===== src/rtl/window_pkg.sv =====
// Shared types and constants for the 3x3 convolution window controller and datapath.
package window_pkg;

  typedef enum logic [1:0] {
    StIdle,
    StFill,
    StRun,
    StFlush
  } state_e;

  localparam int unsigned DefWidth  = 640;
  localparam int unsigned DefHeight = 480;
  localparam int unsigned PixelW    = 12;

endpackage


===== src/rtl/raster_counter.sv =====
// Raster x/y counter: x wraps at XCount-1 and carries into y, which wraps at YCount-1.
module raster_counter #(
  parameter int unsigned XCount = 640,
  parameter int unsigned YCount = 480,
  localparam int unsigned XW = $clog2(XCount),
  localparam int unsigned YW = $clog2(YCount)
) (
  input  logic          clk_i,
  input  logic          rst_ni,
  input  logic          clr_i,
  input  logic          en_i,
  output logic [XW-1:0] x_o,
  output logic [YW-1:0] y_o,
  output logic          last_x_o,
  output logic          last_y_o
);

  logic [XW-1:0] x_d, x_q;
  logic [YW-1:0] y_d, y_q;

  assign last_x_o = (x_q == XW'(XCount - 1));
  assign last_y_o = (y_q == YW'(YCount - 1));
  assign x_o      = x_q;
  assign y_o      = y_q;

  // Clear wins over enable so an idle controller always restarts from (0,0).
  always_comb begin
    x_d = x_q;
    y_d = y_q;
    if (clr_i) begin
      x_d = '0;
      y_d = '0;
    end else if (en_i) begin
      if (last_x_o) begin
        x_d = '0;
        y_d = last_y_o ? '0 : y_q + YW'(1);
      end else begin
        x_d = x_q + XW'(1);
      end
    end
  end

  always_ff @(posedge clk_i or negedge rst_ni) begin
    if (!rst_ni) begin
      x_q <= '0;
      y_q <= '0;
    end else begin
      x_q <= x_d;
      y_q <= y_d;
    end
  end

endmodule


===== src/rtl/window_ctrl.sv =====
// Sequencer for the 3x3 streaming window: input handshake, end-of-frame zero flush and
// per-shift centre tagging (coordinates, valid, border, sof, eol).
module window_ctrl
  import window_pkg::*;
#(
  parameter int unsigned WIDTH  = DefWidth,
  parameter int unsigned HEIGHT = DefHeight,
  localparam int unsigned XW = $clog2(WIDTH),
  localparam int unsigned YW = $clog2(HEIGHT)
) (
  input  logic          clk_i,
  input  logic          rst_ni,
  input  logic          frame_start_i,
  input  logic          in_valid_i,
  output logic          in_ready_o,
  input  logic          out_ready_i,
  output logic          shift_en_o,
  output logic          pad_zero_o,
  output logic          win_valid_o,
  output logic          border_o,
  output logic [XW-1:0] centre_x_o,
  output logic [YW-1:0] centre_y_o,
  output logic          sof_o,
  output logic          eol_o,
  output logic          busy_o,
  output logic          frame_done_o
);

  state_e        state_q;
  logic [XW-1:0] in_x, cen_x, cen_x_q;
  logic [YW-1:0] in_y, cen_y, cen_y_q;
  logic          in_last_x, in_last_y, cen_last_x, cen_last_y;
  logic          cnt_clr, shift, centre_en;
  logic          fill_done, run_done, flush_done;
  logic          win_valid_q, border_q, sof_q, eol_q, frame_done_q;

  always_comb begin
    in_ready_o = 1'b0;
    pad_zero_o = 1'b0;
    shift      = 1'b0;
    unique case (state_q)
      StFill: begin
        in_ready_o = 1'b1;
        shift      = in_valid_i;
      end
      StRun: begin
        in_ready_o = out_ready_i;
        shift      = in_valid_i & out_ready_i;
      end
      StFlush: begin
        pad_zero_o = 1'b1;
        shift      = out_ready_i;
      end
      default: ;
    endcase
  end

  // Input index n = y*WIDTH + x; n == WIDTH+1 is the first shift that yields a centre,
  // and during flush the counter restarts from 0 so n == WIDTH ends the flush.
  assign fill_done  = (state_q == StFill) && shift &&
                      (in_x == XW'(1)) && (in_y == YW'(1));
  assign run_done   = (state_q == StRun) && shift && in_last_x && in_last_y;
  assign flush_done = (state_q == StFlush) && shift &&
                      (in_x == '0) && (in_y == YW'(1));
  assign centre_en  = shift && ((state_q == StRun) || (state_q == StFlush) || fill_done);
  assign cnt_clr    = (state_q == StIdle);

  raster_counter #(
    .XCount(WIDTH),
    .YCount(HEIGHT)
  ) u_in_cnt (
    .clk_i   (clk_i),
    .rst_ni  (rst_ni),
    .clr_i   (cnt_clr),
    .en_i    (shift),
    .x_o     (in_x),
    .y_o     (in_y),
    .last_x_o(in_last_x),
    .last_y_o(in_last_y)
  );

  raster_counter #(
    .XCount(WIDTH),
    .YCount(HEIGHT)
  ) u_cen_cnt (
    .clk_i   (clk_i),
    .rst_ni  (rst_ni),
    .clr_i   (cnt_clr),
    .en_i    (centre_en),
    .x_o     (cen_x),
    .y_o     (cen_y),
    .last_x_o(cen_last_x),
    .last_y_o(cen_last_y)
  );

  always_ff @(posedge clk_i or negedge rst_ni) begin
    if (!rst_ni) begin
      state_q      <= StIdle;
      win_valid_q  <= 1'b0;
      border_q     <= 1'b0;
      cen_x_q      <= '0;
      cen_y_q      <= '0;
      sof_q        <= 1'b0;
      eol_q        <= 1'b0;
      frame_done_q <= 1'b0;
    end else begin
      win_valid_q  <= centre_en;
      frame_done_q <= flush_done;
      // Tags describe the window after this shift; they hold through stalls.
      if (centre_en) begin
        cen_x_q  <= cen_x;
        cen_y_q  <= cen_y;
        border_q <= (cen_x == '0) || cen_last_x || (cen_y == '0) || cen_last_y;
        sof_q    <= (cen_x == '0) && (cen_y == '0);
        eol_q    <= cen_last_x;
      end
      unique case (state_q)
        StIdle:  if (frame_start_i) state_q <= StFill;
        StFill:  if (fill_done)     state_q <= StRun;
        StRun:   if (run_done)      state_q <= StFlush;
        StFlush: if (flush_done)    state_q <= StIdle;
        default: state_q <= StIdle;
      endcase
    end
  end

  assign shift_en_o   = shift;
  assign win_valid_o  = win_valid_q;
  assign border_o     = border_q;
  assign centre_x_o   = cen_x_q;
  assign centre_y_o   = cen_y_q;
  assign sof_o        = sof_q;
  assign eol_o        = eol_q;
  assign busy_o       = (state_q != StIdle);
  assign frame_done_o = frame_done_q;

endmodule


===== config.mk =====
export PLATFORM = sky130hd
export DESIGN_NAME = window_ctrl
export DESIGN_NICKNAME = d
export VERILOG_FILES = /design/src/rtl/window_pkg.sv /design/src/rtl/raster_counter.sv /design/src/rtl/window_ctrl.sv
export SDC_FILE = /design/constraint.sdc
export NUM_CORES = 1
export LEC_CHECK = 0
export ABC_AREA = 1
export CORE_MARGIN = 2
export CORE_UTILIZATION = 33
export DETAILED_ROUTE_END_ITERATION = 16
export PLACE_DENSITY = 0.62
export SLEW_MARGIN = 5
export SYNTH_ARGS = -nofsm -noshare
export SYNTH_HDL_FRONTEND = slang
export SYNTH_HIERARCHICAL = 1
export SYNTH_SLANG_ARGS = --single-unit

===== constraint.sdc =====
create_clock -name clk_i -period 5.4 [get_ports clk_i]
set_input_delay 1.35 -clock clk_i [delete_from_list [all_inputs] [get_ports clk_i]]
set_output_delay 1.35 -clock clk_i [all_outputs]
set_load 0.01 [all_outputs]

==> impl_results.md, run 1 <==
* Critical path fanouts, max at 6
* Die Ht at 110.0 um
* Maximum vdd drop at 0.2152 mV
* Ant diodes at 0
* Placed cell area at 4131 um^2
* Worst Path Required at 4.05 ns
* Num CTS Buffers at 9
* Die area at 12090 um^2
* Main synth FF type: dfrtp_1
* I/O Pins at 33
* Ys async rst share at 1.000
* Die W at 110.0 um
* Post-DR vias/cell at 4.687
* Tot Pwr at 0.001756 W
* Layout area overhead at 17.22%
* CTS clock-pin slew for the worst setup and hold paths at 0.07 ns
* Status: completed
* Synthesized Nets at 521
* CTS max path bufs at 2
* DP HPWL at 5652 um
* First-pass GRT wire length at 14350 um
* Rows at 38
* Routed Antenna Nets at 0
* Final WL at 8259 um
* Core Region at 10890 um^2
* Part of the cycle the worst path needs at 0.7937
* CP arrival at 2.94 ns
* Syn Area/Cell at 7.293 um^2
* Clk sinks at 64
* Register area share after synthesis at 0.4323
* Clk root buf: clkbuf_8
* Setup CP Type: in -> out
* Post-synth EDFFs at 0
* Final Slew Violations at 0
* Initial drt markers at 172
* Port bufs at 32
* Worst-Margin Slew at 0.8265 ns
* Skew-Pair Late Insertion Delay at 0.34 ns
* Post-Syn Area at 3705 um^2
* Share of layout cells above drive strength 1 at 0.08167
* Post-CTS sizing at 0
* Fmax at 233.3 MHz
* Yosys cell types at 32
* Nets@finish at 559
* Sum Neg Setup Slack at 0 ns
* Power per cell area at 404.4 nW/um^2
* Hold Vio Cnt, Final at 0
* # DRC at 0
* Wire per inst at 11.95 um
* Final Setup Violations at 0
* Initial Util at 0.3403
* Initial antenna violation count at 0
* Period minus WS final at 4.286 ns
* Highest-count cells in the layout ignoring fill and taps: nand2_1 (189), nor2_1 (78), dfrtp_1 (64), inv_1 (55)
* Largest net degree at the start of global routing at 65
* Max_cap viols at 0
* GP Congestion at 0.8390
* Fillers at 1163
* Most common cell after layout, fill and taps aside: nand2_1
* Critical path endpoint category: output port
* Min-Delay Path Class: reg -> reg
* RSZ-0062 raised after global routing: no
* Core Util, Final at 0.3989
* Synth Instances at 508
* Vias in the first global route at 3146
* Yosys warnings at 6
* Htree depth at 3
* GRT overflow at 0
* Worst rel slew slack at 0.4490
* Finished Cell Area at 4343 um^2
* CTS tree: built
* Global Route Usage Sum at 0.1498
* Final Skew at 0.007852 ns
* P_leak at 2.122 nW
* Worst setup SP type: input pin
* Post CTS Setup Buffer Count at 0
* DR pass1 iterations at 4
* #FFs+latches synth at 64
* CTS Hold Bufs at 0
* Via count at 3239
-- Yosys cell counts, types with 2 or more instances --
master,n,area share
o21ai_0,11,0.015
nor4_1,3,0.0051
inv_1,55,0.056
ha_1,8,0.027
nand3_2,3,0.0081
xnor2_1,4,0.0095
dfrtp_1,64,0.43
nand3_1,31,0.042
nor2_4,2,0.0061
o21ai_2,10,0.024
nor2_2,2,0.0034
o21bai_1,3,0.0061
nand2_1,189,0.19
nand4_1,6,0.010
nor3_1,2,0.0027
nand3b_1,2,0.0041
xor2_1,5,0.012
buf_6,7,0.021
nor2_1,78,0.079
a21oi_1,7,0.0095
nand2_2,5,0.0084
-- through the flow --
stage | setup WS, ns | cells | hold WS, ns
after CTS | 1.097 | 691 | 0.4863
final | 1.114 | 691 | 0.4819
after global placement | 1.153 | 675 | 0.4695
after global routing | 1.047 | 691 | 0.5124
after floorplan | 2.305 | 508 | 0.4900
after detailed placement | 1.121 | 675 | 0.4654
-- report_power, final --
part / switching [W] / internal (W)
Sequential: 0.0000775 / 0.000547
Clock: 0.000193 / 0.000259
Combinational: 0.000439 / 0.000242
Total: 0.000709 / 0.00105
-- path summary, 6_finish.rpt --
check	startpoint	to	slack [ns]	depth (start not counted)
worst max register to register	state_q[0]	u_cen_cnt/x_o[8]	2.69	12
min in group asynchronous	rst_ni	u_in_cnt/y_o[6]	1.18	2
worst min register to register	centre_x_o[3]	centre_x_o[3]	0.48	2
worst min-delay path	centre_x_o[3]	centre_x_o[3]	0.48	2
worst max-delay path	out_ready_i	shift_en_o	1.11	6
max in group asynchronous	rst_ni	centre_y_o[1]	3.67	2
-- final cells by class --
type / instances / area (um^2) / share of cell area
clock buffers: 10 / 127.6 / 0.02939
multi-input cells: 380 / 1810 / 0.4169
well taps: 140 / 175.2 / 0.04033
clock inverters: 6 / 83.83 / 0.01930
repair buffers: 34 / 330.3 / 0.07606
inverters: 57 / 214.0 / 0.04927
flip-flops and latches: 64 / 1602 / 0.3688
-- sequential cells by signal, summed over array words and instances (netlist names), 2 cells and up --
name and count:
u_cen_cnt/x_o 10, u_cen_cnt/y_o 9, u_in_cnt/x_o 10, u_in_cnt/y_o 9
centre_x_o 10, state_q 2, centre_y_o 9
-- critical path, stage by stage --
cell	delay, ns
clkdlybuf4s50_1	0.51
nand3_1	0.08
nand3_1	0.13
nand2_1	0.08
inv_1	0.19
clkdlybuf4s50_1	0.60
-- kinds of logic after synthesis --
kind of cell	count (synthesis)	synth area share
adders and majority gates	8	0.02702
and+or+nand+nor	328	0.3772
xor gates and xnor gates	9	0.02128
muxes	1	0.002702
AOI/OAI and AO/OA	34	0.06045
DFF	64	0.4323
buffers and inverters	64	0.07903
-- routing by layer --
layer	track usage	routed length [um]	vias up
li1	-	-	1658
met1	0.2100	4273	1516
met2	0.2349	3648	57
met3	0.02312	227	8
met4	0.05154	110	0
met5	0	0	-
No activity file was read; power rests on OpenSTA's default activity.
==> run 2, diff against run 1 <==
==> constraint.sdc (replaced) <==
create_clock -name clk_i -period 4.03 [get_ports clk_i]
set_input_delay 1.0075 -clock clk_i [delete_from_list [all_inputs] [get_ports clk_i]]
set_output_delay 1.0075 -clock clk_i [all_outputs]
set_load 0.01 [all_outputs]
==> run 2 against run 1 <==
  * Global-route usage grew 0.093 points
  * Worst setup slack lost 0.66 ns
  * Wire length shrank 1.6%
  * Sequential share of layout area shrank 0.16 points
  * Largest cell class unchanged
==> impl_results.md, run 2 (synthesized netlist as in run 1, its figures left out) <==
* Status: completed
* Initial antenna violation count at 0
* Vias in the first global route at 2991
* DP HPWL at 5743 um
* Switching fraction of total power at 0.4016
* Critical Path, Cell by Cell: clkdlybuf4s50_1 > nand3_1 > nand3_1 > nand2_1 > inv_1 > clkdlybuf4s50_1
* Max_cap viols at 0
* P_leak at 2.120 nW
* I/O Pins at 33
* Clk network pwr share at 0.267
* Final Skew at 0.01013 ns
* Largest net degree at the start of global routing at 35
* Initial Util at 0.3403
* Period minus WS final at 3.579 ns
* Rows at 38
* Routed Antenna Nets at 0
* Core Region at 10890 um^2
* CTS clock-pin slew for the worst setup and hold paths at 0.08 ns
* Die W at 110.0 um
* Ant diodes at 0
* Die area at 12090 um^2
* Crit path max-delay family: buffers and inverters
* DR pass1 iterations at 4
* CTS tree: built
* Setup CP Type: in -> out
* Nets@finish at 559
* Via count at 3200
* Die Ht at 110.0 um
* Worst-Margin Slew at 0.7647 ns
* Skew-Pair Late Insertion Delay at 0.36 ns
* Final Setup Violations at 0
* Layout area overhead at 17.73%
* Wire per inst at 11.76 um
* Highest-count cells in the layout ignoring fill and taps: nand2_1 (189), nor2_1 (78), dfrtp_1 (64), inv_1 (55)
* Most common cell after layout, fill and taps aside: nand2_1
* Worst Setup SP: out_ready_i
* Post CTS Setup Buffer Count at 0
* Power per cell area at 545.1 nW/um^2
* Clk root buf: clkbuf_8
* Maximum vdd drop at 0.2784 mV
* Num CTS Buffers at 9
* Final setup margin at 0.4515 ns
* Fillers at 1113
* Part of the cycle the worst path needs at 0.8880
* Crit path buffers/inverters at 3
* Critical path endpoint category: output port
* Min-Delay Path Class: reg -> reg
* Critical path fanouts, max at 6
* Internal power at 0.001423 W
* Worst hold start: centre_y_o[8]
* Sequential share of power at 0.351
* P_sw at 0.0009548 W
* Finished Cell Area at 4362 um^2
* Core Util, Final at 0.4006
* GP Congestion at 0.8985
* Placed cell area at 4131 um^2
* Gate power share at 0.381
* Post-CTS sizing at 0
* Hold Vio Cnt, Final at 0
* CTS max path bufs at 2
* Port bufs at 32
* Worst Path Required at 3.02 ns
* GRT overflow at 0
* Share of layout cells above drive strength 1 at 0.08348
* Largest stage delay, worst path at 0.59 ns
* Slowest cell on crit path: clkdlybuf4s50_1
* RSZ-0062 raised after global routing: no
* Initial drt markers at 215
* Reg-to-reg startpoint: state_q[0]
* Worst rel slew slack at 0.4902
* CTS Hold Bufs at 0
* # DRC at 0
* CP arrival at 2.57 ns
* Final WL at 8124 um
* Post-DR vias/cell at 4.631
* Sum Neg Setup Slack at 0 ns
* First-pass GRT wire length at 14050 um
* Clk sinks at 64
* Global Route Usage Sum at 0.1508
* Htree depth at 3
* Placement Setup Slack at 0.4443 ns
* Fmax at 279.4 MHz
* Worst setup SP type: input pin
* Final Slew Violations at 0
run 2: path summary, 6_finish.rpt:
kind                                     to  slack [ns]  cells after the start
min reg2reg                   centre_y_o[8]        0.49                      2
max reg2reg                u_cen_cnt/x_o[8]        1.29                     12
min                           centre_y_o[8]        0.49                      2
min in group asynchronous  u_cen_cnt/y_o[2]        0.72                      1
max in group asynchronous   u_in_cnt/x_o[4]        2.42                      2
max                              shift_en_o        0.45                      6
run 2: worst register-to-register path, delay by kind of cell (launching register included):
kind,cells,cell delay [ns]
buf+inv,5,0.86
simple gates,5,0.68
xor+xnor,1,0.16
fa+ha+maj,1,0.49
flops,1,0.42
run 2: stage by stage:
stage / hold slack [ns] / instances / total power (W)
2_1_floorplan: 0.4900 / 508 / 0.001498
3_3_place_gp: 0.4699 / 675 / 0.001739
3_5_place_dp: 0.4653 / 675 / 0.001755
4_1_cts: 0.4917 / 691 / 0.002405
5_1_grt: 0.5196 / 691 / 0.002561
6_report: 0.4868 / 691 / 0.002378
run 2: cell type report:
| class | instances | area [um^2] | area share |
|---|---|---|---|
| Timing Repair Buffer | 34 | 330.3 | 0.07573 |
| Inverter | 57 | 214.0 | 0.04905 |
| Multi-Input combinational cell | 380 | 1810 | 0.4151 |
| Clock buffer | 10 | 137.6 | 0.03155 |
| Tap cell | 140 | 175.2 | 0.04016 |
| Sequential cell | 64 | 1602 | 0.3672 |
| Clock inverter | 6 | 92.59 | 0.02123 |
run 2: power by group through the flow:
stage,logic (W),clock network [W],registers [W]
2_1_floorplan,0.000662,0,0.000837
6_report,0.000907,0.000635,0.000835
3_3_place_gp,0.000897,0,0.000842
3_5_place_dp,0.000910,0,0.000845
4_1_cts,0.000913,0.000657,0.000835
5_1_grt,0.00102,0.000688,0.000852
run 2: layer usage:
metal,track usage,share of wire,vias to the layer above
li1,-,-,1657
met1,0.2047,0.50,1469
met2,0.2261,0.44,63
met5,0,0,-
met3,0.03082,0.048,11
met4,0.07776,0.017,0
